==> config.mk <==
export PLATFORM = sky130hd
export DESIGN_NAME = flap_input_ctrl
export DESIGN_NICKNAME = d
export VERILOG_FILES = /design/src/rtl/flap_input_ctrl.sv
export SDC_FILE = /design/constraint.sdc
export NUM_CORES = 1
export LEC_CHECK = 0
export CAP_MARGIN = 20
export CORE_MARGIN = 2
export CORE_UTILIZATION = 45
export CTS_BUF_LIST = sky130_fd_sc_hd__clkbuf_4
export CTS_CLUSTER_SIZE = 40
export DETAILED_ROUTE_END_ITERATION = 8
export PLACE_DENSITY_LB_ADDON = 0.12
export SYNTH_ARGS = -nofsm -noshare
export SYNTH_HDL_FRONTEND = slang
export SYNTH_SLANG_ARGS = --single-unit
==> constraint.sdc <==
create_clock -name clk -period 4.6 [get_ports clk]
set_clock_uncertainty 0.15 [all_clocks]
set_input_delay 0.69 -clock clk [delete_from_list [all_inputs] [get_ports clk]]
set_output_delay 0.69 -clock clk [all_outputs]
set_load 0.005 [all_outputs]
==> src/rtl/flap_input_ctrl.sv <==
// -----------------------------------------------------------------------------
// flap_input_ctrl
//
// Pushbutton front end for the flap game. Each raw active-low key is
// synchronized, inverted and debounced. Every debounced press is latched as a
// pending event, and one event at a time is offered to the game FSM through a
// valid/ready handshake with round-robin arbitration between keys. A press
// that arrives while the same key still has an event waiting is recorded in
// a sticky per-key dropped flag.
//
// Parameters
//   N_KEYS          number of pushbuttons (2..8)
//   DEBOUNCE_CYCLES consecutive differing cycles before a level flips (>= 2)
//
// Ports
//   clk        clock; all state updates on its rising edge
//   reset      asynchronous, active-high reset
//   key_n      raw asynchronous pushbuttons, 0 = pressed
//   pressed    debounced active-high key levels
//   evt_valid  a key-press event is being offered
//   evt_id     index of the offered key
//   evt_ready  consumer accepts the offered event this cycle
//   dropped    sticky per-key flag: a press on that key was lost
// -----------------------------------------------------------------------------
module flap_input_ctrl #(
  parameter int N_KEYS          = 4,
  parameter int DEBOUNCE_CYCLES = 8
) (
  input  logic                      clk,
  input  logic                      reset,
  input  logic [N_KEYS-1:0]         key_n,
  output logic [N_KEYS-1:0]         pressed,
  output logic                      evt_valid,
  output logic [$clog2(N_KEYS)-1:0] evt_id,
  input  logic                      evt_ready,
  output logic [N_KEYS-1:0]         dropped
);

  localparam int IW = $clog2(N_KEYS);
  localparam int CW = $clog2(DEBOUNCE_CYCLES);
  localparam logic [CW-1:0] CNT_LAST = CW'(DEBOUNCE_CYCLES - 1);

  typedef enum logic {
    IDLE  = 1'b0,
    OFFER = 1'b1
  } state_t;

  // ---------------------------------------------------------------------------
  // Two-flop synchronizer. Reset value 1 means "button released".
  // ---------------------------------------------------------------------------
  logic [N_KEYS-1:0] sync_meta;
  logic [N_KEYS-1:0] sync_q;

  // NOTE: sequential state always uses non-blocking assignments so every flop
  // samples the pre-edge value of the others, exactly like the hardware does.
  always_ff @(posedge clk or posedge reset) begin
    if (reset) begin
      sync_meta <= '1;
      sync_q    <= '1;
    end else begin
      sync_meta <= key_n;
      sync_q    <= sync_meta;
    end
  end

  logic [N_KEYS-1:0] key_level;
  assign key_level = ~sync_q;

  // ---------------------------------------------------------------------------
  // Debounce: a counter per key runs while the synchronized level disagrees
  // with the debounced level and clears as soon as they agree again. After
  // DEBOUNCE_CYCLES consecutive disagreeing samples the level flips.
  // ---------------------------------------------------------------------------
  logic [CW-1:0] cnt [N_KEYS];

  // NOTE: the counter array is ordinary per-key state, not a RAM, so every
  // entry is reset; a stale count would otherwise shorten the first debounce.
  always_ff @(posedge clk or posedge reset) begin
    if (reset) begin
      pressed <= '0;
      for (int i = 0; i < N_KEYS; i++) cnt[i] <= '0;
    end else begin
      for (int i = 0; i < N_KEYS; i++) begin
        if (key_level[i] == pressed[i]) begin
          cnt[i] <= '0;
        end else if (cnt[i] == CNT_LAST) begin
          cnt[i]     <= '0;
          pressed[i] <= ~pressed[i];
        end else begin
          cnt[i] <= cnt[i] + CW'(1);
        end
      end
    end
  end

  // Rising-edge detect on the debounced level; releases make no event.
  logic [N_KEYS-1:0] pressed_d;
  logic [N_KEYS-1:0] rise;

  always_ff @(posedge clk or posedge reset) begin
    if (reset) pressed_d <= '0;
    else       pressed_d <= pressed;
  end

  assign rise = pressed & ~pressed_d;

  // ---------------------------------------------------------------------------
  // Round-robin arbiter: first pending key found searching upward from
  // last_grant+1, wrapping around.
  // ---------------------------------------------------------------------------
  logic [N_KEYS-1:0] pending;
  logic [IW-1:0]     last_grant;
  logic [IW-1:0]     grant_idx;
  logic              grant_found;

  // NOTE: every combinational output gets a default before any branch, so no
  // path leaves a value unassigned and no latch is inferred.
  always_comb begin
    int idx;
    grant_idx   = '0;
    grant_found = 1'b0;
    idx         = 0;
    for (int k = 1; k <= N_KEYS; k++) begin
      idx = (int'(last_grant) + k) % N_KEYS;
      if (!grant_found && pending[IW'(idx)]) begin
        grant_found = 1'b1;
        grant_idx   = IW'(idx);
      end
    end
  end

  // ---------------------------------------------------------------------------
  // Output FSM. A grant moves the chosen key from pending onto evt_id. In
  // OFFER a grant only happens on the accepting cycle, which gives
  // back-to-back events while anything is still pending.
  // ---------------------------------------------------------------------------
  state_t            state;
  state_t            state_nxt;
  logic              grant_en;
  logic [N_KEYS-1:0] grant_vec;

  always_comb begin
    state_nxt = state;
    grant_en  = 1'b0;
    case (state)
      IDLE: begin
        // evt_ready is deliberately not looked at here.
        if (grant_found) begin
          grant_en  = 1'b1;
          state_nxt = OFFER;
        end
      end
      OFFER: begin
        if (evt_ready) begin
          if (grant_found) grant_en  = 1'b1;
          else             state_nxt = IDLE;
        end
      end
      default: state_nxt = IDLE;
    endcase
  end

  assign grant_vec = grant_en ? (N_KEYS'(1) << grant_idx) : '0;

  always_ff @(posedge clk or posedge reset) begin
    if (reset) begin
      state      <= IDLE;
      evt_id     <= '0;
      last_grant <= IW'(N_KEYS - 1);  // key 0 wins the first arbitration
      pending    <= '0;
      dropped    <= '0;
    end else begin
      state <= state_nxt;
      if (grant_en) begin
        evt_id     <= grant_idx;
        last_grant <= grant_idx;
      end
      // A new press always leaves its key pending, even when the old event of
      // the same key is granted on this edge.
      pending <= (pending & ~grant_vec) | rise;
      // A press is lost only if an older one of the same key is still waiting
      // and is not leaving on this edge.
      dropped <= dropped | (rise & pending & ~grant_vec);
    end
  end

  assign evt_valid = (state == OFFER);

endmodule

## After elaboration in Yosys (flattened, before gate mapping)

Cells that the tools add are included.

| word-level totals | value |
|---|---|
| input port bits | 7 |
| register bits after elaboration | 41 |
| word-level logic and storage cells | 99 |
| output and inout bits | 11 |

| cells by class | value |
|---|---|
| shift operators | 1 |
| bitwise operators | 18 |
| order comparisons | 4 |
| reduce and logical (&&, ||, !) cells | 10 |
| eq/ne operators | 8 |
| mux-type cells | 34 |
| $add $sub $neg | 8 |

Operators by type and width:

| kind | count |
|---|---|
| $mux 3 | 8 |
| $and 4x4->4 | 4 |
| $lt 2x4->1 const B | 4 |
| $mux 1 | 15 |
| $add 3x1->3 const B | 4 |
| $eq 3x3->1 const B | 4 |
| $not 4->4 | 3 |
| $not 1->1 | 9 |
| $bmux 1 s2 | 4 |
| $mux 2 | 4 |
| $or 4x4->4 | 2 |
| $reduce_and 2->1 | 4 |
| $add 2x1->2 const B | 2 |
| $add 2x2->2 const B | 2 |
| $eq 1x1->1 | 4 |
| $mux 4 | 1 |
| $pmux 1 s2 | 2 |
| $shl 1x2->4 const A | 1 |
| $logic_and 1x1->1 | 3 |
| $logic_not 1->1 | 3 |

## Logic depth before layout (Yosys ltp)

Gate-level depths: netlist of the first run.

| logic depth | value |
|---|---|
| word-level depth | 21 |
| depth in mapped cells | 5 |
| mapped depth without buffers | 4 |

## Worst setup path after synthesis of the first run

OpenSTA, ideal clock, no wires.

| timing | value |
|---|---|
| path type | reg2reg |
| start | register pending[1] |
| end | register pending[2] |
| setup time | 130 ps |
| slack | 3,023 ps |
| buffers on the path | 1 |
| arrival | 1,297 ps |
| cell stages (with the launch flop) | 6 |
| period minus slack after synthesis | 1,577 ps |
| required time | 4,320 ps |
| cell sequence | dfrtp_1 or2_0 a311o_1 buf_6 nor3_2 a21oi_1 |

| between the ends | value |
|---|---|
| longest elaborated chain between the ends | 20 |
| elaborated cells between the ends (all ways) | 34 |
| those cells by class | 1 x shift; 24 x mux; 3 x bitwise; 6 x reduce/logical |

RTL lines:

| item | line | source |
|---|---|---|
| start, declared | 111 | `logic [N_KEYS-1:0] pending;` |
| start signal, assigned | 180 | `pending <= (pending & ~grant_vec) \| rise;` |
| $bmux 1 s2 | 125 | `if (!grant_found && pending[IW'(idx)]) begin` |
| $mux 1 (not written as such) (2 in a row) | 125 |  |
| $mux 1 | 125 |  |
| $logic_not 1->1 | 125 |  |
| $logic_and 1x1->1 | 125 |  |
| $mux 1 | 125 |  |
| $logic_not 1->1 | 125 |  |
| $logic_and 1x1->1 | 125 |  |
| [... 3 more ...] | -- |  |
| $mux 1 | 125 |  |
| $mux 1 | 148, 155 |  |
| $mux 1 | 154 | `if (evt_ready) begin` |
| $pmux 1 s2 | 145 | `case (state)` |
| $mux 4 (*) | 163 | `assign grant_vec = grant_en ? (N_KEYS'(1) << grant_idx) : '0;` |
| $not 4->4 (*) | 180 |  |
| $and 4x4->4 (*) | 180 |  |
| $or 4x4->4 (*) | 180 |  |

Mark *: on every way between the ends. The rest lies on a longest branch, timed or not. The select of a mux whose other input is x is not followed.
A chain may end at the register's enable or synchronous reset.

## Final worst setup path of the first run

| timing | value |
|---|---|
| start | register pressed[0] |
| end | output pressed[0] |

RTL lines:

| item | line | source |
|---|---|---|
| start, declared | 32 | `output logic [N_KEYS-1:0] pressed,` |
| start signal, assigned by index | 88 | `pressed[i] <= ~pressed[i];` |

No word-level cell between the ends.

==> results of run 1 <==
-- layer usage --
| layer | part of all wire | up-vias | GRT usage |
|---|---|---|---|
| met1 | 0.42 | 491 | 0.161 |
| met2 | 0.52 | 20 | 0.229 |
| met3 | 0.048 | 2 | 0.0573 |
| met4 | 0.0096 | 0 | 0.0665 |
| met5 | 0 | - | 0 |
| li1 | - | 484 | - |
-- kinds of logic (layout without fill, tap and decap cells) --
family / Yosys count / count (layout) / share of synthesized area
and+or+nand+nor: 47 / 47 / 0.168
DFF: 41 / 41 / 0.629
AOI/OAI and AO/OA: 21 / 21 / 0.0773
adders and majority gates: 8 / 8 / 0.0607
buffers and inverters: 7 / 30 / 0.0250
xor gates and xnor gates: 4 / 4 / 0.0212
muxes: 3 / 3 / 0.0182
-- registers in the layout (all words and copies together) (netlist names) --
name        flops
cnt            12
sync_meta       4
pending         4
pressed         4
evt_valid       1
dropped         4
sync_q          4
pressed_d       4
evt_id          2
last_grant      2
-- through the flow --
step	utilization	cells	power, mW	area, µm²	setup slack (ps)
CTS	0.538	202	1.18	1940	2430
detailed placement	0.516	194	0.952	1860	2400
finish	0.538	202	1.16	1940	2470
global route	0.538	202	1.27	1940	2380
floorplan	-	131	0.844	1650	2830
global placement	0.516	194	0.927	1860	2460
-- power by group --
part           internal, mW  switching (mW)  leakage, nW
logic                 0.184           0.188        0.326
clock network         0.119           0.106       0.0433
registers             0.479          0.0853        0.488
-- cells in the final DEF, fill, tap and decap left out, types with 2 or more instances in the layout --
cell             synthesis  layout
nor3_2                   4       4
and2_1                   8       8
nand2b_1                 6       6
clkbuf_4                 0       6
nor2b_1                  2       2
dfstp_2                 10      10
a21o_1                   3       3
nor2_1                  16      16
inv_1                    4       4
ha_1                     8       8
xnor2_1                  4       4
a21oi_1                 11      11
clkdlybuf4s50_1          0      17
a31oi_1                  4       4
mux2i_1                  3       3
dfrtp_1                 31      31
nor3b_1                  5       5
-- worst max path at each step --
stage	start	end	slack, ps	cells past startpoint
after floorplan	reset	cnt[0]$_DFF_PP0_	2830	1
after global placement	evt_ready	pending[2]$_DFF_PP0_	2460	5
after detailed placement	evt_ready	pending[2]$_DFF_PP0_	2400	5
after CTS	pressed[0]$_DFFE_PP0P_	pressed[0]	2430	1
after global routing	pressed[0]$_DFFE_PP0P_	pressed[0]	2380	1
final	pressed[0]$_DFFE_PP0P_	pressed[0]	2470	1
-- layout make-up --
class                           instances  area, µm²
Fill cell                             338       1670
Sequential cell                        41       1040
Multi-Input combinational cell         83        571
Timing Repair Buffer                   18        178
Tap cell                               48       60.1
Clock buffer                            6       45.0
Clock inverter                          2       33.8
Inverter                                4       15.0
==> results.md, run 1 <==
* Clk buf depth at 2
* Top Ports at 18
* CTS tree: built
* DR vias at 997
* Num CTS Buffers at 5
* Fin crit period at 2130 ps
* Slew at the pin closest to its max-slew limit at about 500 ps
* Post-DP HPWL at between 1.5 and 2 mm
* Synth area leader: dfrtp_1
* Clk root buf: clkbuf_4
* Worst-Skew Late Latency at between 300 and 400 ps
* Post-synth EDFFs at 0
* Initial drt markers at between 70 and 80
* GPL Wtd Cong at about 0.71
* #FFs+latches synth at ~40
* Yosys warnings at 0
* Area contributors post-synth: dfrtp_1 47%, dfstp_2 16%, ha_1 6.1%
* Worst endpoint required time at 3760 ps
* Vias in the first global route at approximately 1100
* Worst-path clk slew at roughly 110 ps
* H-tree depth at 2
* Min-delay src: sync_meta[2]$_DFF_PP1_
* Site row count at 22
* Synth top area share at 0.470
* Vias per inst at about 4.9
* FMAX at around 470 MHz
* Slowest cell on crit path: clkdlybuf4s50_1
* Max-Cap Viols at 0
* Syn_area_per_cell at ~13 µm²
* Pin count of the biggest net entering global routing at 42
* Top cells by count, synth: 31 x dfrtp_1, 16 x nor2_1, 11 x a21oi_1
* Ys async rst share at 1.00
* Crit-path cells: clkdlybuf4s50_1
* Cell with the most instances after synthesis: dfrtp_1
* Final wirelength at 2.40 mm
* Min-Delay Path Class: reg -> reg
* Crit Path Class: reg -> out
* PwrDens at approximately 600 nW/µm²
* Max FO, Critical Path at 5
* Hold depth at 0
* Final TNS setup at 0 ps
* Remaining Overflow, GRT at 0
* Syn-to-layout area delta at 17.6%
* R2R Path Start: pending[1]$_DFF_PP0_
* Share of cells above drive strength 1 at 0.156
* Synth Flop Type: dfrtp_1
* R2r endpoint: pending[1]$_DFF_PP0_
* Fin. max-slew vios at 0
* Final setup fails at 0
* Status: complete, no violations
* Final Hold Violating Endpoints at 0
* Leak pwr at 0.857 nW
* Die Footprint at ~4200 µm²
* Antenna diodes at 0
* Worst Path Buf+Inv at 1
* Drt drc at 0
* Crit path capture type: output port
* First-pass GRT wire length at between 4 and 5 mm
* Startpoint Class: flip-flop
* CTS Hold Buffers Added at 0
* Total core area at ~3600 µm²
* Top delay family on crit path: buffers and inverters
* Period utilization at 0.464
* Resize count post-CTS at 0
* Data arrival time of the worst path at 1290 ps
* Syn Nets at 146
* Post-Synthesis Cells at about 130
* Worst Hold End: sync_q[2]$_DFF_PP1_
* Initial Util at 0.458
* Slew Limit Headroom at 0.664
* # clock sinks at 41
* Initial antenna violation count at 0
* Drt pass-1 iters at 4
* VDD IR-drop max at approximately 0.24 mV
* Post-DR wirelength/cell at 11.9 µm
* Hold slack at between 200 and 250 ps
* Final ANT Viol Nets at 0
* Library cells used by synthesis at 26
* Slowest stage delay, CP at 530 ps
* Sequential cell area fraction in the yosys report at 0.629
* Synthesized area at between 1500 and 2000 µm²
* FF-to-FF path depth at 4
* Port Buffers at 17
* Total track usage at 0.140
* RSZ-0062 raised after global routing: false
* Die span in x at roughly 65 µm
* Die Y at roughly 65 µm
* Setup Buffers After CTS at 0
* Setup slack, reg-to-reg at ~2800 ps
* NumNets Final at 168
Note: power is estimated with default switching activity, not from simulation.
==> inputs of run 2 (changes only) <==
==> constraint.sdc (replaced) <==
create_clock -name clk -period 2 [get_ports clk]
set_clock_uncertainty 0.15 [all_clocks]
set_input_delay 0.3 -clock clk [delete_from_list [all_inputs] [get_ports clk]]
set_output_delay 0.3 -clock clk [all_outputs]
set_load 0.005 [all_outputs]
==> results.md, run 2 (synthesized netlist as in run 1, its figures left out) <==
* Status: complete, no violations
* Vias per inst at 4.95 (+0.20%)
* Tot Pwr at 2.68 mW (+130%)
* First-pass GRT wire length at 4.62 mm (+5.4%)
* Setup Buffers After CTS at 0 (unchanged)
* Port Buffers at 17 (unchanged)
* Combinational share of power at 0.322 (about the same)
* Pin count of the biggest net entering global routing at 42 (unchanged)
* Largest register FFs at 12 (unchanged)
* Final WS setup at 253 ps (-2210 ps)
* Num CTS Buffers at 5 (unchanged)
* Remaining Overflow, GRT at 0 (unchanged)
* Fin crit period at 1750 ps
* Top Ports at 18 (unchanged)
* Commonest non-fill, non-tap cell in the layout: dfrtp_1
* Final Hold Violating Endpoints at 0 (unchanged)
* Crit-path cells: clkdlybuf4s50_1
* GPL Wtd Cong at 0.737 (+3.3%)
* Drt drc at 0 (unchanged)
* Post-DP HPWL at 1.76 mm (+2.9%)
* Placed cells at 194 (unchanged)
* Data arrival time of the worst path at 1300 ps (about the same)
* Initial Util at 0.458 (unchanged)
* Seq pwr share at 0.487 (about the same)
* Cell Int Power at 1.80 mW (+130%)
* Slew Limit Headroom at 0.678 (+0.0138)
* Vias in the first global route at 1081 (+2.6%)
* Final ANT Viol Nets at 0 (unchanged)
* Most frequent cells in the layout: 31 x dfrtp_1, 17 x clkdlybuf4s50_1, 16 x nor2_1, 11 x a21oi_1, 10 x dfstp_2
* Die span in x at 64.6 µm (unchanged)
* Slew at the pin closest to its max-slew limit at 483 ps (-20.7 ps)
* Fin. max-slew vios at 0 (unchanged)
* Filler instances at 314 (-7.1%)
* Worst-Skew Late Latency at 340 ps (about the same)
* Crit path capture type: output port
* Sw frac at 0.327 (+0.000649)
* Clk pwr share at 0.191 (-0.003)
* Share of cells above drive strength 1 at 0.162 (+0.00649)
* Final wirelength at 2.46 mm (+2.6%)
* Syn-to-layout area delta at 17.7%
* Crit Path Class: reg -> out
* RSZ-0062 raised after global routing: false
* Finished Core Util at 0.539 (+0.000694)
* Clk root buf: clkbuf_4
* Site row count at 22 (unchanged)
* VDD IR-drop max at 0.608 mV (+150%)
* Total track usage at 0.149 (+0.00866)
* PwrDens at 1380 nW/µm² (+130%)
* FMAX at 573 MHz
* Reg with most FFs: cnt
* Clk buf depth at 2 (unchanged)
* CTS tree: built
* Slowest stage delay, CP at 530 ps (about the same)
* Antenna diodes at 0 (unchanged)
* Sw power at 0.877 mW (+130%)
* Non-Filler Instances at 202 (unchanged)
* Post-Layout Inst Area at 1940 µm² (+0.13%)
* DR vias at 999 (+0.20%)
* DP Area at 1860 µm² (unchanged)
* Min-Delay Path Class: in -> reg
* Final setup fails at 0 (unchanged)
* H-tree depth at 2 (unchanged)
* Top delay family on crit path: buffers and inverters
* Period utilization at 0.873
* Leak pwr at 0.857 nW (about the same)
* Worst Path Buf+Inv at 1 (unchanged)
* Final TNS setup at 0 ps (unchanged)
* Hold slack at 201 ps (-10.6 ps)
* Die Y at 64.6 µm (unchanged)
* NumNets Final at 168 (unchanged)
* Max FO, Critical Path at 5 (unchanged)
* Post-DR wirelength/cell at 12.2 µm (+2.6%)
* Max-Cap Viols at 0 (unchanged)
* Worst-path clk slew at 110 ps (about the same)
* Initial antenna violation count at 0 (unchanged)
* Drt pass-1 iters at 4 (unchanged)
* Total core area at 3610 µm² (unchanged)
* Worst endpoint required time at 1550 ps (-2210 ps)
* Startpoint Class: flip-flop
* # clock sinks at 41 (unchanged)
* DP Worst Slack at 207 ps (-2190 ps)
* Slowest cell on crit path: clkdlybuf4s50_1
* Initial drt markers at 74 (+2.8%)
* Die Footprint at 4170 µm² (unchanged)
[run 2: cell counts in the layout (fill, tap and decap cells not counted)]
No cell type changed its count.
[run 2: area by class of cell]
type,instances,area [µm²],area share
Inverter,4,15.0,0.00773
Tap cell,48,60.1,0.0309
Timing Repair Buffer,18,178,0.0914
Multi-Input combinational cell,83,573,0.295
Sequential cell,41,1040,0.534
Clock inverter,2,33.8,0.0174
Clock buffer,6,45.0,0.0232
[run 2: routing by layer]
layer  share of wire  GRT usage  vias to the layer above
li1                -          -                      484
met1            0.42      0.170                      488
met2            0.51      0.246                       21
met3           0.041     0.0521                        6
met4           0.025     0.0798                        0
met5               0          0                        -
[run 2: final timing paths]
path                                        startpoint                      to  slack [ps]  cells after the start
worst max-delay path            pressed[0]$_DFFE_PP0P_              pressed[0]         250                      1
worst min-delay path                          key_n[2]  sync_meta[2]$_DFF_PP1_         200                      1
worst max register to register    pending[1]$_DFF_PP0_    pending[3]$_DFF_PP0_         270                      4
worst min register to register  sync_meta[3]$_DFF_PP1_     sync_q[3]$_DFF_PP1_         210                      0
max in group asynchronous                        reset  sync_meta[0]$_DFF_PP1_        1120                      3
min in group asynchronous                        reset       cnt[11]$_DFF_PP0_         220                      3
[run 2: power by group through the flow]
stage          registers (mW)  logic [mW]  clock network, mW
6_report                 1.30       0.864              0.511
5_1_grt                  1.35       0.990              0.587
4_1_cts                  1.31       0.874              0.537
3_5_place_dp             1.32       0.868                  0
3_3_place_gp             1.30       0.836                  0
2_1_floorplan            1.27       0.666                  0
[run 2: worst reg2reg max path, stage by stage, from the launching register on]
cell	delay (ps)
dfrtp_1	470
or2_0	240
a311o_1	470
nor3_2	200
a21oi_1	80
[run 2: timing repair]
item | 4_1_cts | 5_1_grt
setup endpoints to repair | 0 | 1
gates resized for setup | 0 | 1
hold buffers | 0 | 0
==> inputs of run 3 (changes only) <==
--- a/config.mk
+++ b/config.mk
@@ -5,12 +5,14 @@
 export SDC_FILE = /design/constraint.sdc
 export NUM_CORES = 1
 export LEC_CHECK = 0
+export ABC_AREA = 0
 export CAP_MARGIN = 20
 export CORE_MARGIN = 2
 export CORE_UTILIZATION = 45
 export CTS_BUF_LIST = sky130_fd_sc_hd__clkbuf_4
 export CTS_CLUSTER_SIZE = 40
 export DETAILED_ROUTE_END_ITERATION = 8
+export GPL_TIMING_DRIVEN = 1
 export PLACE_DENSITY_LB_ADDON = 0.12
 export SYNTH_ARGS = -nofsm -noshare
 export SYNTH_HDL_FRONTEND = slang
==> results of run 3 <==
Final layout, timing and power as in run 2 (identical DEF).
